--- src/rtl/uart_pkg.sv ---
// Shared types and constants for the buffered UART transmitter.
package uart_pkg;

  typedef enum logic [2:0] {
    StIdle,
    StStart,
    StData,
    StParity,
    StStop
  } tx_state_e;

  localparam int unsigned PAR_NONE = 0;
  localparam int unsigned PAR_ODD  = 1;
  localparam int unsigned PAR_EVEN = 2;

  localparam int unsigned DEFAULT_CLKS_PER_BIT = 52;

endpackage

--- src/rtl/uart_tx_fifo.sv ---
// Small synchronous FIFO with first-word fall-through read data.
module uart_tx_fifo #(
  parameter int unsigned DEPTH = 4,
  parameter int unsigned WIDTH = 8
) (
  input  logic                           clk,
  input  logic                           rst_n,
  input  logic                           push,
  input  logic [WIDTH-1:0]               push_data,
  input  logic                           pop,
  output logic [WIDTH-1:0]               pop_data,
  output logic                           full,
  output logic                           empty,
  output logic [$clog2(DEPTH+1)-1:0]     count
);

  localparam int unsigned PtrW = $clog2(DEPTH);
  localparam int unsigned CntW = $clog2(DEPTH + 1);

  logic [WIDTH-1:0] mem_q [DEPTH];
  logic [PtrW-1:0]  wr_ptr_q, rd_ptr_q;
  logic [CntW-1:0]  count_q;
  logic             do_push, do_pop;

  assign full     = (count_q == CntW'(DEPTH));
  assign empty    = (count_q == '0);
  assign do_push  = push && !full;
  assign do_pop   = pop && !empty;
  assign pop_data = mem_q[rd_ptr_q];
  assign count    = count_q;

  // Pointers wrap naturally since DEPTH is a power of two.
  always_ff @(posedge clk or negedge rst_n) begin
    if (!rst_n) begin
      wr_ptr_q <= '0;
      rd_ptr_q <= '0;
      count_q  <= '0;
    end else begin
      if (do_push) wr_ptr_q <= wr_ptr_q + 1'b1;
      if (do_pop)  rd_ptr_q <= rd_ptr_q + 1'b1;
      case ({do_push, do_pop})
        2'b10:   count_q <= count_q + 1'b1;
        2'b01:   count_q <= count_q - 1'b1;
        default: count_q <= count_q;
      endcase
    end
  end

  always_ff @(posedge clk) begin
    if (do_push) mem_q[wr_ptr_q] <= push_data;
  end

endmodule

--- src/rtl/uart_tx_buffered.sv ---
// Buffered UART transmitter: byte FIFO feeding an LSB-first serialiser with
// optional parity and one or two stop bits on an idle-high line.
module uart_tx_buffered
  import uart_pkg::*;
#(
  parameter int unsigned CLKS_PER_BIT = DEFAULT_CLKS_PER_BIT,
  parameter int unsigned FIFO_DEPTH   = 4,
  parameter int unsigned PARITY       = PAR_NONE,
  parameter int unsigned STOP_BITS    = 1
) (
  input  logic                                clk,
  input  logic                                rst_n,
  input  logic [7:0]                          tx_data,
  input  logic                                tx_valid,
  output logic                                tx_ready,
  output logic                                serial_out,
  output logic                                busy,
  output logic [$clog2(FIFO_DEPTH+1)-1:0]     fifo_count
);

  localparam int unsigned     CntW       = $clog2(CLKS_PER_BIT);
  localparam logic [CntW-1:0] BaudReload = CntW'(CLKS_PER_BIT - 1);
  localparam logic [2:0]      LastStop   = 3'(STOP_BITS - 1);
  localparam logic            ParInit    = (PARITY == PAR_ODD);

  if (CLKS_PER_BIT < 2) begin : g_bad_clks_per_bit
    $error("CLKS_PER_BIT must be >= 2");
  end
  if ((FIFO_DEPTH < 2) || ((FIFO_DEPTH & (FIFO_DEPTH - 1)) != 0)) begin : g_bad_fifo_depth
    $error("FIFO_DEPTH must be a power of two >= 2");
  end
  if (PARITY > PAR_EVEN) begin : g_bad_parity
    $error("PARITY must be 0 (none), 1 (odd) or 2 (even)");
  end
  if ((STOP_BITS < 1) || (STOP_BITS > 2)) begin : g_bad_stop_bits
    $error("STOP_BITS must be 1 or 2");
  end

  tx_state_e       state_q;
  logic [CntW-1:0] baud_q;
  logic [2:0]      bit_q;
  logic [7:0]      shift_q;
  logic            par_q;
  logic            line_q;

  logic            fifo_full, fifo_empty, pop, bit_end, frame_done;
  logic [7:0]      fifo_data;

  uart_tx_fifo #(
    .DEPTH(FIFO_DEPTH),
    .WIDTH(8)
  ) u_fifo (
    .clk      (clk),
    .rst_n    (rst_n),
    .push     (tx_valid),
    .push_data(tx_data),
    .pop      (pop),
    .pop_data (fifo_data),
    .full     (fifo_full),
    .empty    (fifo_empty),
    .count    (fifo_count)
  );

  assign bit_end    = (baud_q == '0);
  assign frame_done = (state_q == StStop) && bit_end && (bit_q == LastStop);
  // Popping at the end of the last stop bit chains frames with no idle gap.
  assign pop        = !fifo_empty && ((state_q == StIdle) || frame_done);

  assign tx_ready   = !fifo_full;
  assign serial_out = line_q;
  assign busy       = (state_q != StIdle) || (fifo_count != '0);

  always_ff @(posedge clk or negedge rst_n) begin
    if (!rst_n) begin
      state_q <= StIdle;
      baud_q  <= '0;
      bit_q   <= '0;
      shift_q <= '0;
      par_q   <= 1'b0;
      line_q  <= 1'b1;
    end else begin
      // The line register follows the state one cycle later.
      unique case (state_q)
        StIdle:   line_q <= 1'b1;
        StStart:  line_q <= 1'b0;
        StData:   line_q <= shift_q[0];
        StParity: line_q <= par_q;
        default:  line_q <= 1'b1;
      endcase

      if (pop) begin
        shift_q <= fifo_data;
        par_q   <= ParInit;
        baud_q  <= BaudReload;
        bit_q   <= '0;
        state_q <= StStart;
      end else if (state_q != StIdle) begin
        if (!bit_end) begin
          baud_q <= baud_q - 1'b1;
        end else begin
          baud_q <= BaudReload;
          unique case (state_q)
            StStart: begin
              bit_q   <= '0;
              state_q <= StData;
            end
            StData: begin
              shift_q <= shift_q >> 1;
              par_q   <= par_q ^ shift_q[0];
              bit_q   <= bit_q + 1'b1;
              if (bit_q == 3'd7) begin
                state_q <= (PARITY != PAR_NONE) ? StParity : StStop;
              end
            end
            StParity: begin
              bit_q   <= '0;
              state_q <= StStop;
            end
            StStop: begin
              if (bit_q == LastStop) begin
                bit_q   <= '0;
                state_q <= StIdle;
              end else begin
                bit_q <= bit_q + 1'b1;
              end
            end
            default: state_q <= StIdle;
          endcase
        end
      end
    end
  end

endmodule

--- config.mk ---
export PLATFORM = sky130hd
export DESIGN_NAME = uart_tx_buffered
export DESIGN_NICKNAME = d
export VERILOG_FILES = /design/src/rtl/uart_pkg.sv /design/src/rtl/uart_tx_fifo.sv /design/src/rtl/uart_tx_buffered.sv
export SDC_FILE = /design/constraint.sdc
export NUM_CORES = 1
export LEC_CHECK = 0
export ABC_AREA = 1
export CORE_ASPECT_RATIO = 2
export CORE_MARGIN = 5
export CORE_UTILIZATION = 53
export DETAILED_ROUTE_END_ITERATION = 12
export HOLD_SLACK_MARGIN = 0.02
export PLACE_DENSITY = 0.75
export SYNTH_ARGS = -nofsm -noshare
export SYNTH_HDL_FRONTEND = slang
export SYNTH_SLANG_ARGS = --single-unit
--- constraint.sdc ---
create_clock -name clk -period 2.1 [get_ports clk]
set_clock_uncertainty 0.1 [all_clocks]
set_input_delay 0.21 -clock clk [delete_from_list [all_inputs] [get_ports clk]]
set_output_delay 0.21 -clock clk [all_outputs]
set_load 0.02 [all_outputs]
==> results <==
what timing repair did:
item	CTS	global route
resized for setup	7	5
setup buffers	1	3
setup endpoints to repair	3	2
pin swaps	1	2
layout make-up:
class	count	area, um^2
Sequential cell	61	1690
Timing Repair Buffer	37	317
Clock inverter	6	55.1
Fill cell	447	1920
Clock buffer	9	124
Inverter	35	131
Tap cell	60	75.1
Multi-Input combinational cell	209	1160
logic make-up after synthesis:
logic type / after synthesis
AND/OR/NAND/NOR: 172
flip-flops: 61
buffers and inverters: 41
AO/OA/AOI/OAI: 19
adder cells (fa/ha/maj): 11
XOR/XNOR: 7
through the flow:
step	std cells	hold slack, ns	power [mW]
3_3_place_gp	398	0.366	2.10
6_report	417	0.164	3.06
4_1_cts	414	0.165	3.08
5_1_grt	417	0.198	3.22
3_5_place_dp	398	0.368	2.12
2_1_floorplan	311	-0.186	1.86
sequential cells by signal, summed over array words and instances, names as in the netlist:
| signal | flops |
|---|---|
| baud_q | 6 |
| bit_q | 3 |
| par_q | 1 |
| serial_out | 1 |
| shift_q | 8 |
| state_q | 3 |
| u_fifo.count | 3 |
| u_fifo.mem_q | 32 |
| u_fifo.rd_ptr_q | 2 |
| u_fifo.wr_ptr_q | 2 |
metal layers:
layer  wire (um)  share of wire (%)  vias to the layer above  track usage [%]
li1            -                  -                     1102                -
met1        2010                 37                      986             17.5
met2        3160                 58                       23             31.6
met3         155                2.8                       13             4.23
met4         157                2.9                        0             9.63
met5           0                  0                        -                0
path summary, 6_finish.rpt:
path                       startpoint               to  slack [ns]  depth (start not counted)
setup reg to reg             bit_q[0]  u_fifo.count[2]       -0.12                         14
min in group clk           shift_q[3]       shift_q[3]        0.38                          2
hold reg to reg            shift_q[3]       shift_q[3]        0.38                          2
setup / recovery             bit_q[0]  u_fifo.count[2]       -0.12                         14
max in group asynchronous       rst_n       serial_out        1.41                          2
hold / removal                  rst_n  u_fifo.count[1]        0.16                          2
layout by cell type (no fill, tap or decap), types with 2 or more instances in the layout:
master and instances:
a21oi_1 2, buf_4 21, clkbuf_8 9, clkdlybuf4s50_1 15, clkinv_1 3, clkinv_2 2
dfrtp_1 28, edfxtp_1 32, ha_1 8, inv_1 22, inv_2 12, nand2_1 92
nand2_2 2, nand2_4 5, nand3_1 39, nand3_2 2, nand3_4 2, nand3b_1 3
nand4_1 4, nor2_1 17, nor2_2 2, nor2_4 3, o21ai_0 8, o21ai_1 4
o22ai_1 2, xnor2_1 2, xor2_1 5
synth_stat cells, drive strengths merged (3+ instances only):
| cell type | n | share of area, % |
|---|---|---|
| nand3 | 43 | 8.2 |
| nand2 | 99 | 14 |
| o21ai | 13 | 2.2 |
| nand3b | 3 | 0.75 |
| nor2 | 22 | 3.6 |
| buf | 6 | 1.4 |
| a21oi | 3 | 0.50 |
| inv | 34 | 4.3 |
| edfxtp | 32 | 32 |
| dfrtp | 28 | 23 |
| nand4 | 4 | 0.84 |
| xor2 | 5 | 1.5 |
| ha | 10 | 4.2 |
power by group through the flow:
stage | Sequential, mW | Clock (mW) | Combinational (mW)
2_1_floorplan | 1.56 | 0 | 0.296
3_3_place_gp | 1.54 | 0 | 0.566
3_5_place_dp | 1.54 | 0 | 0.577
4_1_cts | 1.52 | 0.978 | 0.585
5_1_grt | 1.53 | 1.05 | 0.645
6_report | 1.52 | 0.948 | 0.589
==> results.md <==
* Share of cells above drive strength 1 at 19.0%
* Largest family of logic cells by synthesized area: simple AND/OR/NAND/NOR gates
* H-tree depth at 3
* WP data arrival at 2.33 ns
* Post-synthesis mux area share at 0%
* Max cap viols at 0
* Total global routing track utilization at roughly 17%
* Pin count of the biggest net entering global routing at 30
* P_sw at 0.837 mW
* Crit path time final at 2.22 ns
* Crit path buf inv count at 3
* CP Launch Type: flip-flop
* Clock share of power at 31.0%
* Internal power at ~2.2 mW
* Final setup fails at 1
* F_max at roughly 450 MHz
* Worst path required time at 2.22 ns
* Cell Area, Synth at 2990 um^2
* Setup CP Type: reg -> reg
* Worst-path maximum fanout at 2
* Die ar. at 7320 um^2
* IO Port Bufs at 16
* Max clock buf depth at 2
* Post-synthesis adder-cell area fraction at 4.86%
* Failing checks: setup timing
* RSZ-0062 raised after global routing: yes
* Drt via density at 5.09
* Antenna violations before repair at 0
* CTS Sinks at 61
* DRC violations left at 0
* Most used cell, CP: inv_2
* Compound-Gate Fraction of Synth Area at 3.35%
* Initial DRC Count at 58
* Worst Tran Pin Value at approximately 0.38 ns
* TritonCTS clock tree: done
* Die H at 116 um
* WL per Instance at around 13 um
* DP Area at roughly 3300 um^2
* Antenna cells at 0
* # rows at 38
* WL final at 5.49 mm
* Sw Ratio at 27.4%
* Ports at 17
* Clk_lat worst skew at 0.34 ns
* Slew Limit Fails at 0
* Die Wd at 63.1 um
* HPWL after DPL at 3.94 mm
* Initial Utilization at between 50% and 60%
* Post-layout util at approximately two thirds
* Seq/Total Area, Yosys at 56.5%
* Routed Antenna Nets at 0
* Worst slew margin at between 70% and 80%
* Layout net count at 375
* Hold WC Path Type: in -> async
* Number of distinct library cells after synthesis at 29
* Pre-CTS setup slack at -0.123 ns
* Setup TNS at -0.115 ns
* Final Hold Vio Count at 0
* Sequential share of power at 49.7%
* Worst-path clk slew at ~0.060 ns
* PwrDens at 861 nW/um^2
* Via count at 2,124
* Outcome: finished with violations
* Finished Cell Area at roughly 3500 um^2
* Ys flop type: edfxtp_1
* Gpl congestion at 0.826
* Async S/R FF share, synth at 47.5%
* Seq cells post-synth at 61
* Simple-gate share of the synthesized area at 27.4%
* Vias in the first global route at between 2,000 and 2,500
* Syn_nets at roughly 330
* Gate power share at 19.3%
* XOR/XNOR share of the synthesized area at 2.05%
* YS warnings at 0
* Clk root buf: clkbuf_8
* Final period util at 105%
* First-pass GRT wire length at just under 10 mm
* Post-synth EDFFs at 32
* Core box area at 5470 um^2
* CP Capture Type: flip-flop
* Static leakage at between 1.5 and 2 nW
* Peak supply drop at 707 uV
* Setup WS post-layout at -0.115 ns
* Crit-path cells: inv_2 > ha_4 > inv_2 > nor2_2 > nand2_1 > nand2_2 > nand2_2 > nor2_4 > ha_2 > inv_2 > fa_2 > a21oi_2 > o21ai_2 > xor2_1
* Family with the most delay on the worst path: adder cells
* CTS Buf Count at 9
* Post-Syn Instances at 311
* # hold bufs at CTS at 0
* Synth-to-Final Area Change at 18.9%
* CP max stage delay at 0.39 ns
* Drt pass-1 iters at 4
* Crit-path slowest cell: dfrtp_1
* Avg Cell Area, Syn at 9.60 um^2
* GRT Residual Overflow at 0
No activity file was read; power rests on OpenSTA's default activity.
